==> src/rtl/bash_hash_bus_master.sv <==
// bash_hash_bus_master: register-bus initiator that runs one bash_hash job
// end to end (L, PREP, 32 X words, START, RDY poll, 16 Y words).
// Optional poll timeout with sticky err_o: define BASH_MASTER_TIMEOUT_EN.
// The register map is shared with the core through bash_hash_params_pkg.

package bash_hash_params_pkg;
    localparam int         BASH_XLEN       = 32;
    localparam logic [7:0] X_BASE          = 8'h00;
    localparam logic [7:0] Y_BASE          = 8'h80;
    localparam logic [7:0] L_ADDR          = 8'hC0;
    localparam logic [7:0] PREP_ADDR       = 8'hC4;
    localparam logic [7:0] START_ADDR      = 8'hC8;
    localparam logic [7:0] RDY_ACTIVE_ADDR = 8'hCC;
endpackage

module bash_hash_bus_master
    import bash_hash_params_pkg::*;
#(
    parameter int XLEN        = 32,
    parameter int ADDRLEN     = 8,
    parameter int TIMEOUT_CYC = 4096
) (
    input  logic               clk_i,
    input  logic               rst_i,
    input  logic               go_i,
    input  logic [XLEN-1:0]    l_i,
    input  logic [XLEN-1:0]    x_data_i,
    input  logic               x_valid_i,
    output logic               x_ready_o,
    output logic [XLEN-1:0]    y_data_o,
    output logic               y_valid_o,
    input  logic               y_ready_i,
    output logic               busy_o,
    output logic               done_o,
    output logic               err_o,
    output logic               en_o,
    output logic [3:0]         we_o,
    output logic [ADDRLEN-1:0] addr_o,
    output logic [XLEN-1:0]    wrdata_o,
    input  logic [XLEN-1:0]    rddata_i
);

    typedef enum logic [2:0] {
        S_IDLE, S_WR_L, S_PREP, S_WR_X, S_START, S_POLL, S_RD_Y, S_DONE
    } state_t;

    state_t             state_reg, state_next;
    logic [5:0]         xcnt_reg, xcnt_next;
    logic [4:0]         ycnt_reg, ycnt_next;
    logic [4:0]         ycnt_inc;
    // Bus outputs are registered: the *_next values describe the access
    // that happens in the cycle after the current edge.
    logic               en_reg, en_next;
    logic [3:0]         we_reg, we_next;
    logic [ADDRLEN-1:0] addr_reg, addr_next;
    logic [XLEN-1:0]    wrdata_reg, wrdata_next;
    logic [XLEN-1:0]    y_data_reg, y_data_next;
    logic               y_valid_reg, y_valid_next;
    logic               done_reg, done_next;
    logic               x_ready;

`ifdef BASH_MASTER_TIMEOUT_EN
    logic [31:0]        poll_cnt_reg, poll_cnt_next;
    logic               err_reg, err_next;
    assign err_o = err_reg;
`else
    logic               unused_cfg;
    assign unused_cfg = (TIMEOUT_CYC == 0);
    assign err_o = 1'b0;
`endif

    // A write in flight (en_reg) blocks the next X word: 1 word per 2 cycles.
    assign x_ready   = (state_reg == S_WR_X) && (xcnt_reg < 6'd32) && !en_reg;
    assign ycnt_inc  = ycnt_reg + 5'd1;

    assign x_ready_o = x_ready;
    assign y_data_o  = y_data_reg;
    assign y_valid_o = y_valid_reg;
    assign busy_o    = (state_reg != S_IDLE);
    assign done_o    = done_reg;
    assign en_o      = en_reg;
    assign we_o      = we_reg;
    assign addr_o    = addr_reg;
    assign wrdata_o  = wrdata_reg;

    // Next-state, counter and next-bus-access decode.
    always_comb begin
        state_next   = state_reg;
        xcnt_next    = xcnt_reg;
        ycnt_next    = ycnt_reg;
        en_next      = 1'b0;
        we_next      = 4'h0;
        addr_next    = '0;
        wrdata_next  = '0;
        y_data_next  = y_data_reg;
        y_valid_next = y_valid_reg;
        done_next    = 1'b0;
`ifdef BASH_MASTER_TIMEOUT_EN
        poll_cnt_next = poll_cnt_reg;
        err_next      = err_reg;
`endif
        case (state_reg)
            S_IDLE: begin
                if (go_i) begin
                    // The L write data register doubles as the latch of l_i.
                    state_next  = S_WR_L;
                    en_next     = 1'b1;
                    we_next     = 4'hF;
                    addr_next   = ADDRLEN'(L_ADDR);
                    wrdata_next = l_i;
`ifdef BASH_MASTER_TIMEOUT_EN
                    err_next    = 1'b0;
`endif
                end
            end
            S_WR_L: begin
                state_next = S_PREP;
                en_next    = 1'b1;
                we_next    = 4'hF;
                addr_next  = ADDRLEN'(PREP_ADDR);
            end
            S_PREP: begin
                state_next = S_WR_X;
                xcnt_next  = 6'd0;
            end
            S_WR_X: begin
                if (en_reg) begin
                    xcnt_next = xcnt_reg + 6'd1;
                    if (xcnt_reg == 6'd31) begin
                        state_next = S_START;
                        en_next    = 1'b1;
                        we_next    = 4'hF;
                        addr_next  = ADDRLEN'(START_ADDR);
                    end
                end else if (x_ready && x_valid_i) begin
                    en_next     = 1'b1;
                    we_next     = 4'hF;
                    addr_next   = ADDRLEN'(X_BASE) + ADDRLEN'({xcnt_reg, 2'b00});
                    wrdata_next = x_data_i;
                end
            end
            S_START: begin
                state_next = S_POLL;
                en_next    = 1'b1;
                addr_next  = ADDRLEN'(RDY_ACTIVE_ADDR);
`ifdef BASH_MASTER_TIMEOUT_EN
                poll_cnt_next = 32'd0;
`endif
            end
            S_POLL: begin
                // A poll read is on the bus in every POLL cycle.
`ifdef BASH_MASTER_TIMEOUT_EN
                poll_cnt_next = poll_cnt_reg + 32'd1;
`endif
                if (rddata_i[0]) begin
                    state_next = S_RD_Y;
                    ycnt_next  = 5'd0;
                    en_next    = 1'b1;
                    addr_next  = ADDRLEN'(Y_BASE);
`ifdef BASH_MASTER_TIMEOUT_EN
                end else if ((poll_cnt_reg + 32'd1) >= 32'(TIMEOUT_CYC)) begin
                    state_next = S_IDLE;
                    err_next   = 1'b1;
`endif
                end else begin
                    en_next   = 1'b1;
                    addr_next = ADDRLEN'(RDY_ACTIVE_ADDR);
                end
            end
            S_RD_Y: begin
                if (en_reg) begin
                    y_data_next  = rddata_i;
                    y_valid_next = 1'b1;
                end else if (y_valid_reg && y_ready_i) begin
                    y_valid_next = 1'b0;
                    ycnt_next    = ycnt_inc;
                    if (ycnt_reg == 5'd15) begin
                        state_next = S_DONE;
                        done_next  = 1'b1;
                    end else begin
                        en_next   = 1'b1;
                        addr_next = ADDRLEN'(Y_BASE) + ADDRLEN'({ycnt_inc, 2'b00});
                    end
                end
            end
            S_DONE: begin
                state_next = S_IDLE;
            end
            default: begin
                state_next = S_IDLE;
            end
        endcase
    end

    // State, counters and registered outputs; reset drops everything to idle.
    always_ff @(posedge clk_i or negedge rst_i) begin
        if (!rst_i) begin
            state_reg   <= S_IDLE;
            xcnt_reg    <= 6'd0;
            ycnt_reg    <= 5'd0;
            en_reg      <= 1'b0;
            we_reg      <= 4'h0;
            addr_reg    <= '0;
            wrdata_reg  <= '0;
            y_data_reg  <= '0;
            y_valid_reg <= 1'b0;
            done_reg    <= 1'b0;
        end else begin
            state_reg   <= state_next;
            xcnt_reg    <= xcnt_next;
            ycnt_reg    <= ycnt_next;
            en_reg      <= en_next;
            we_reg      <= we_next;
            addr_reg    <= addr_next;
            wrdata_reg  <= wrdata_next;
            y_data_reg  <= y_data_next;
            y_valid_reg <= y_valid_next;
            done_reg    <= done_next;
        end
    end

`ifdef BASH_MASTER_TIMEOUT_EN
    // Poll counter and sticky timeout flag.
    always_ff @(posedge clk_i or negedge rst_i) begin
        if (!rst_i) begin
            poll_cnt_reg <= 32'd0;
            err_reg      <= 1'b0;
        end else begin
            poll_cnt_reg <= poll_cnt_next;
            err_reg      <= err_next;
        end
    end
`endif

endmodule

==> config.mk <==
export PLATFORM = sky130hd
export DESIGN_NAME = bash_hash_bus_master
export DESIGN_NICKNAME = d
export VERILOG_FILES = /design/src/rtl/bash_hash_bus_master.sv
export SDC_FILE = /design/constraint.sdc
export NUM_CORES = 1
export LEC_CHECK = 0
export BUFFER_PORTS_ARGS = -buffer_cell sky130_fd_sc_hd__clkbuf_2
export CORE_ASPECT_RATIO = 2
export CORE_MARGIN = 3
export CORE_UTILIZATION = 51
export CTS_BUF_LIST = sky130_fd_sc_hd__clkbuf_4
export CTS_CLUSTER_DIAMETER = 60
export DETAILED_ROUTE_END_ITERATION = 6
export PLACE_DENSITY = 0.94
export SLEW_MARGIN = 20
export SYNTH_ARGS = -nofsm -noshare
export SYNTH_HDL_FRONTEND = slang
export SYNTH_SLANG_ARGS = --single-unit
==> constraint.sdc <==
create_clock -name clk_i -period 4.8 [get_ports clk_i]
set_clock_uncertainty 0.1 [all_clocks]
set_input_delay 0.48 -clock clk_i [delete_from_list [all_inputs] [get_ports clk_i]]
set_output_delay 0.48 -clock clk_i [all_outputs]
set_load 0.02 [all_outputs]
==> results_dict.tcl, run 1 <==
set metrics [dict create \
    pwr-share-clk_pct 19.3 \
    cts_tree "built" \
    clock.fmax_ghz 0.420 \
    crit_required_ps 4220 \
    cts_buffers 9 \
    firstDrtPassIters 4 \
    worstMarginPinSlew_ps 755 \
    cts_root_buf "clkbuf_4" \
    drive_gt1_share_pct 50.5 \
    clk_latency_ps 450 \
    switchingPower_mw 0.899 \
    synth_area_um2 3770 \
    p_int_mw 1.48 \
    use_met3_pct 4.31 \
    cts_max_path_buffers 2 \
    stdcell_area_um2 4820 \
    busiest_layer "met2" \
    fp.dieW_um 66.8 \
    period_share_pct 49.7 \
    gr-usage-met2_pct 41.2 \
    multi_input_area_um2 1400 \
    yosys_warnings 0 \
    grtUsageMet1_pct 22.1 \
    fin_setup_tns_ps 0 \
    slew_violations 0 \
    finalSetupViolCount 0 \
    layoutNonFillerInstCount 559 \
    regArea_um2 2200 \
    ctsHoldBuffers 0 \
    rows 43 \
    port_buffers 179 \
    synth_cells 291 \
    dieArea_um2 8510 \
    worstSetupPathType "flip-flop to output port" \
    grt_usage_pct 22.2 \
    diodes 0 \
    wirelength_um 9450 \
    drv_cap 0 \
    syn2layout_area_growth_pct 27.9 \
    routedWlPerCell_um 16.9 \
    antenna_found_initial 0 \
    rr_startpoint "state_reg[0]" \
    syn-mean-instance-area_um2 12.9 \
    cp-end-kind "output port" \
    min_path_type "input port to async pin" \
    async_flop_share_pct 100 \
    hold_violations 46 \
    cts_setup_buffers 0 \
    nets 573 \
    hpwl_um 7210 \
    routed_via_density 5.41 \
    grt_first_pass_wirelength_um 14100 \
    cts.reportedPaths.clkPinSlew_ps 130 \
    drc_errors 0 \
    violations "hold timing" \
    cts_resized 0 \
    whs_ps -34.4 \
    slew_headroom_pct 49.6 \
    outcome "complete, but fails checks" \
    fin_ws_ps 2420 \
    routabilityCongestion 0.789 \
    core_area_um2 7050 \
    grt_max_degree 89 \
    max-vdd-ir-drop_mv 0.239 \
    synth.top_cells.by_area "dfrtp_1, mux2_2, a22o_1, ha_1, o21ai_0" \
    clock-sinks 88 \
    yosysSeqAreaShare_pct 58.5 \
    ys_types 41 \
    leakagePower_nw 2.52 \
    start_util_pct 53.4 \
    synth-main-ff-cell "dfrtp_1" \
    die_h_um 128 \
    synth_top_area_share_pct 58.5 \
    grt_pass1_vias 3012 \
    crit_path_max_fanout 24 \
    cp.arrival_ps 1800 \
    rsz0062_at_grt "no" \
    drt_iter0_markers 192 \
    overflow 0 \
    via_count 3023 \
    dpl_cell_area_um2 4650 \
    power_frac_seq_pct 42.5 \
    ys_seq_elements 88 \
    start_kind "flip-flop" \
    placedCellCount 543 \
    worstSetupStartpoint "state_reg[2]" \
    power.density_nw_per_um2 494 \
    num-fill-cells 504 \
    num_io_pins 183 \
    synth-edff-count 0 \
    synth_top_area_cell "dfrtp_1" \
    cts_max_level 3 \
    switching_share_pct 37.8 \
    dp_worst_setup_slack_ps 2350 \
    pwr-share-comb_pct 38.1 \
    antenna_left 0 \
    fin_crit_ps 2380 \
]
[metrics by stage]
| step | util, % | total power, mW |
|---|---|---|
| finish | 68.4 | 2.38 |
| global route | 68.4 | 2.52 |
| CTS | 68.3 | 2.40 |
| detailed placement | 66.0 | 1.94 |
| global placement | 66.0 | 1.89 |
| floorplan | - | 1.65 |
[final timing paths]
path	slack (ps)	end	cells after the start
setup / recovery	2420	x_ready_o	3
hold / removal	-30	y_data_o[17]	1
setup reg to reg	2630	state_reg[1]	6
hold reg to reg	420	y_data_o[8]	1
max in group asynchronous	4130	xcnt_reg[2]	1
min in group clk_i	150	y_data_o[26]	2
[power by group through the flow]
stage | Sequential, mW | Combinational [mW] | Clock, mW
floorplan | 1.19 | 0.463 | 0
global placement | 1.02 | 0.875 | 0
detailed placement | 1.03 | 0.911 | 0
CTS | 1.01 | 0.914 | 0.475
global route | 1.03 | 0.986 | 0.497
finish | 1.01 | 0.907 | 0.460
[cell families after synthesis]
group	synth area share (%)
fa+ha+maj	2.66
simple gates	8.37
compound gates	13.9
other cells	0.0996
buf+inv	4.65
mux	10.7
flops	58.5
xor+xnor	1.16
[cells in the mapped netlist (all sizes together) (3+ instances only)]
library cell,count
a21oi,4
a22o,35
and2,3
buf,19
dfrtp,88
ha,8
inv,8
mux2,35
nand2,14
nand2b,5
nand3,8
nor2,8
nor2b,4
nor3,4
nor4,3
o21ai,14
o31ai,4
xnor2,4
[area by class of cell]
| class | instances | share of cell area [%] |
|---|---|---|
| sequential | 88 | 45.7 |
| multi-input combinational | 176 | 29.0 |
| timing repair buffer | 181 | 19.0 |
| tap | 90 | 2.34 |
| clock inverter | 6 | 1.74 |
| clock buffer | 10 | 1.56 |
| inverter | 8 | 0.623 |
[layer usage]
layer,up-vias,routed length (µm)
met5,-,0
met4,0,301
met3,22,534
met2,130,5560
met1,1480,3060
li1,1391,-
[critical path, cell delays in order (launching register included)]
cell	delay [ps]
dfrtp_1	830
nand2b_4	290
nor3_1	50
clkbuf_2	180
[layout by cell type (no fill, tap or decap), types with 3 or more instances in the layout]
cell type and instances:
a22o_1 35, mux2_2 35, a21oi_1 3, conb_1 3, o31ai_1 4, o21ai_0 12
dfrtp_1 88, inv_1 7, nor2_1 8, nand3_1 8, clkbuf_4 10, nor4_1 3
nand2_1 14, nand2b_1 4, nor3_1 4, ha_1 8, nor2b_1 4, clkbuf_2 178
xnor2_1 4
Power figures use the tool's default switching activity.
==> run 2: changes to the inputs <==
ABC_AREA = 1   (was not set)
CORE_UTILIZATION = 48   (was 51)
PLACE_DENSITY = 0.89   (was 0.94)
clock period = 2.45 ns   (was 4.8 ns; I/O delays follow)
==> results_dict.tcl, run 2 <==
set metrics [dict create \
    drv_cap 0 \
    port_buffers 179 \
    fin_crit_ps 2310 \
    synth_common_cells "nand2_1, dfrtp_1, nand3_1, inv_1, nor2_1" \
    antenna_found_initial 3 \
    fp.dieW_um 70.4 \
    mostFrequentLayoutCell "nand2_1" \
    synth_cells 469 \
    p_int_mw 3.33 \
    syn-mean-instance-area_um2 8.48 \
    antenna_left 0 \
    start_util_pct 49.7 \
    yosys_warnings 0 \
    min_path_type "input port to flip-flop" \
    grt_first_pass_wirelength_um 22300 \
    yosysMostFrequentCell "nand2_1" \
    die_h_um 135 \
    synth_top_area_cell "dfrtp_1" \
    clock-sinks 88 \
    switchingPower_mw 2.66 \
    power_frac_seq_pct 37.5 \
    hpwl_um 8250 \
    nets 846 \
    ys_types 31 \
    cts_tree "built" \
    drt_iter0_markers 328 \
    ys_seq_elements 88 \
    cts.reportedPaths.clkPinSlew_ps 140 \
    cts_setup_buffers 0 \
    leakagePower_nw 3.41 \
    grt_pass1_vias 4566 \
    period_share_pct 94.5 \
    core_area_um2 8000 \
    async_flop_share_pct 100 \
    worstMarginPinSlew_ps 754 \
    routedWlPerCell_um 16.9 \
    crit_path_max_fanout 32 \
    power.density_nw_per_um2 993 \
    pwr-share-clk_pct 16.0 \
    crit_required_ps 2730 \
    cts_max_level 3 \
    yosysSeqAreaShare_pct 55.4 \
    worstSetupPathType "flip-flop to flip-flop" \
    syn2layout_area_growth_pct 51.8 \
    clk_latency_ps 460 \
    start_kind "flip-flop" \
    final_cell_mix "nand2_1, clkbuf_2, dlygate4sd3_1" \
    cp.arrival_ps 2600 \
    synth-edff-count 0 \
    cts_max_path_buffers 2 \
    num_io_pins 183 \
    synth.top_cells.by_area "dfrtp_1, nand2_1, nand3_1, ha_1, inv_1" \
    rows 46 \
    grt_usage_pct 30.3 \
    whs_ps 56.8 \
    switching_share_pct 44.3 \
    violations "DRC" \
    routed_via_density 5.20 \
    finalSetupViolCount 0 \
    synth-main-ff-cell "dfrtp_1" \
    via_count 4381 \
    cp-end-kind "flip-flop" \
    pwr-share-comb_pct 46.5 \
    max-vdd-ir-drop_mv 0.709 \
    cts_buffers 9 \
    hold_violations 0 \
    synth_area_um2 3980 \
    slew_headroom_pct 49.7 \
    wirelength_um 14200 \
    cts_root_buf "clkbuf_4" \
    firstDrtPassIters 7 \
    slew_violations 0 \
    dieArea_um2 9480 \
    synth_top_area_share_pct 55.4 \
    outcome "complete, but fails checks" \
    overflow 0 \
    rsz0062_at_grt "no" \
    drc_errors 1 \
    drive_gt1_share_pct 29.1 \
    grt_max_degree 55 \
    clock.fmax_ghz 0.432 \
    routabilityCongestion 0.897 \
    fin_setup_tns_ps 0 \
]
-- run 2: changes by cell type in the layout (fill, tap and decap cells not counted), moves of 5 or more --
cell,previous run,this run
nor2_1,8,19
a22o_1,35,0
nand2_1,14,209
nand4_1,1,6
mux2_2,35,0
nand3_1,8,45
inv_1,7,23
dlygate4sd3_1,0,98
-- run 2: metrics by stage --
step	utilization [%]	power, mW	worst slack [ps]	cell area (µm²)	std cells
floorplan	-	3.87	919	3980	471
finish	75.4	5.99	136	6040	842
global route	75.4	6.31	23.1	6030	841
CTS	75.3	5.90	19.3	6020	838
detailed placement	60.9	4.69	559	4870	724
global placement	60.9	4.59	601	4870	724
-- run 2: power by group through the flow --
stage	Sequential [mW]	Combinational (mW)	Clock, mW
6_report	2.24	2.79	0.961
5_1_grt	2.30	2.98	1.03
4_1_cts	2.23	2.70	0.973
3_5_place_dp	2.26	2.43	0
3_3_place_gp	2.23	2.35	0
2_1_floorplan	2.72	1.15	0
-- run 2: area by class of cell --
type	instances	area (µm²)
sequential	88	2200
fill	503	1960
timing repair buffer	279	1910
multi-input combinational	331	1520
tap	96	120
inverter	28	110
clock inverter	7	103
clock buffer	9	67.6
antenna	4	10.0
-- run 2: cell families (layout without fill, tap and decap cells) --
logic type                 after synthesis  count (layout)  share of synthesized area [%]
AOI/OAI and AO/OA                       25              25                           3.59
adders and majority gates                8               8                           2.52
buffers and inverters                   52             323                           6.67
DFF                                     88              88                           55.4
other                                    1               7                         0.0943
and+or+nand+nor                        295             295                           31.7
-- run 2: per-layer routing --
metal / routed length, µm / GRT usage (%)
met2: 7810 / 54.9
met3: 759 / 4.84
met5: 0 / 0
met1: 4750 / 31.3
met4: 922 / 20.1
-- run 2: worst max-delay path, stage by stage, from the launching register on --
cell and delay [ps]:
dfrtp_1 440, ha_1 200, inv_1 120, nor2_8 180, nand3_4 140, inv_4 280
nand2_1 130, nand2_1 90, dlygate4sd3_1 560
-- run 2: timing repair --
item                                   4_1_cts  5_1_grt
resized for setup                            0        4
setup endpoints to repair                    0       31
hold buffers                                98        0
endpoints found under the hold margin       99        0
-- run 2: path summary, 6_finish.rpt --
path,depth (start not counted),slack [ps],to,startpoint
worst min-delay path,3,60,addr_o[4],x_valid_i
worst max-delay path,8,140,wrdata_o[22],state_reg[1]
worst max register to register,8,140,wrdata_o[22],state_reg[1]
max in group asynchronous,3,1340,xcnt_reg[3],rst_i
min in group asynchronous,2,240,wrdata_o[31],rst_i
worst min register to register,2,400,y_data_o[17],y_data_o[17]
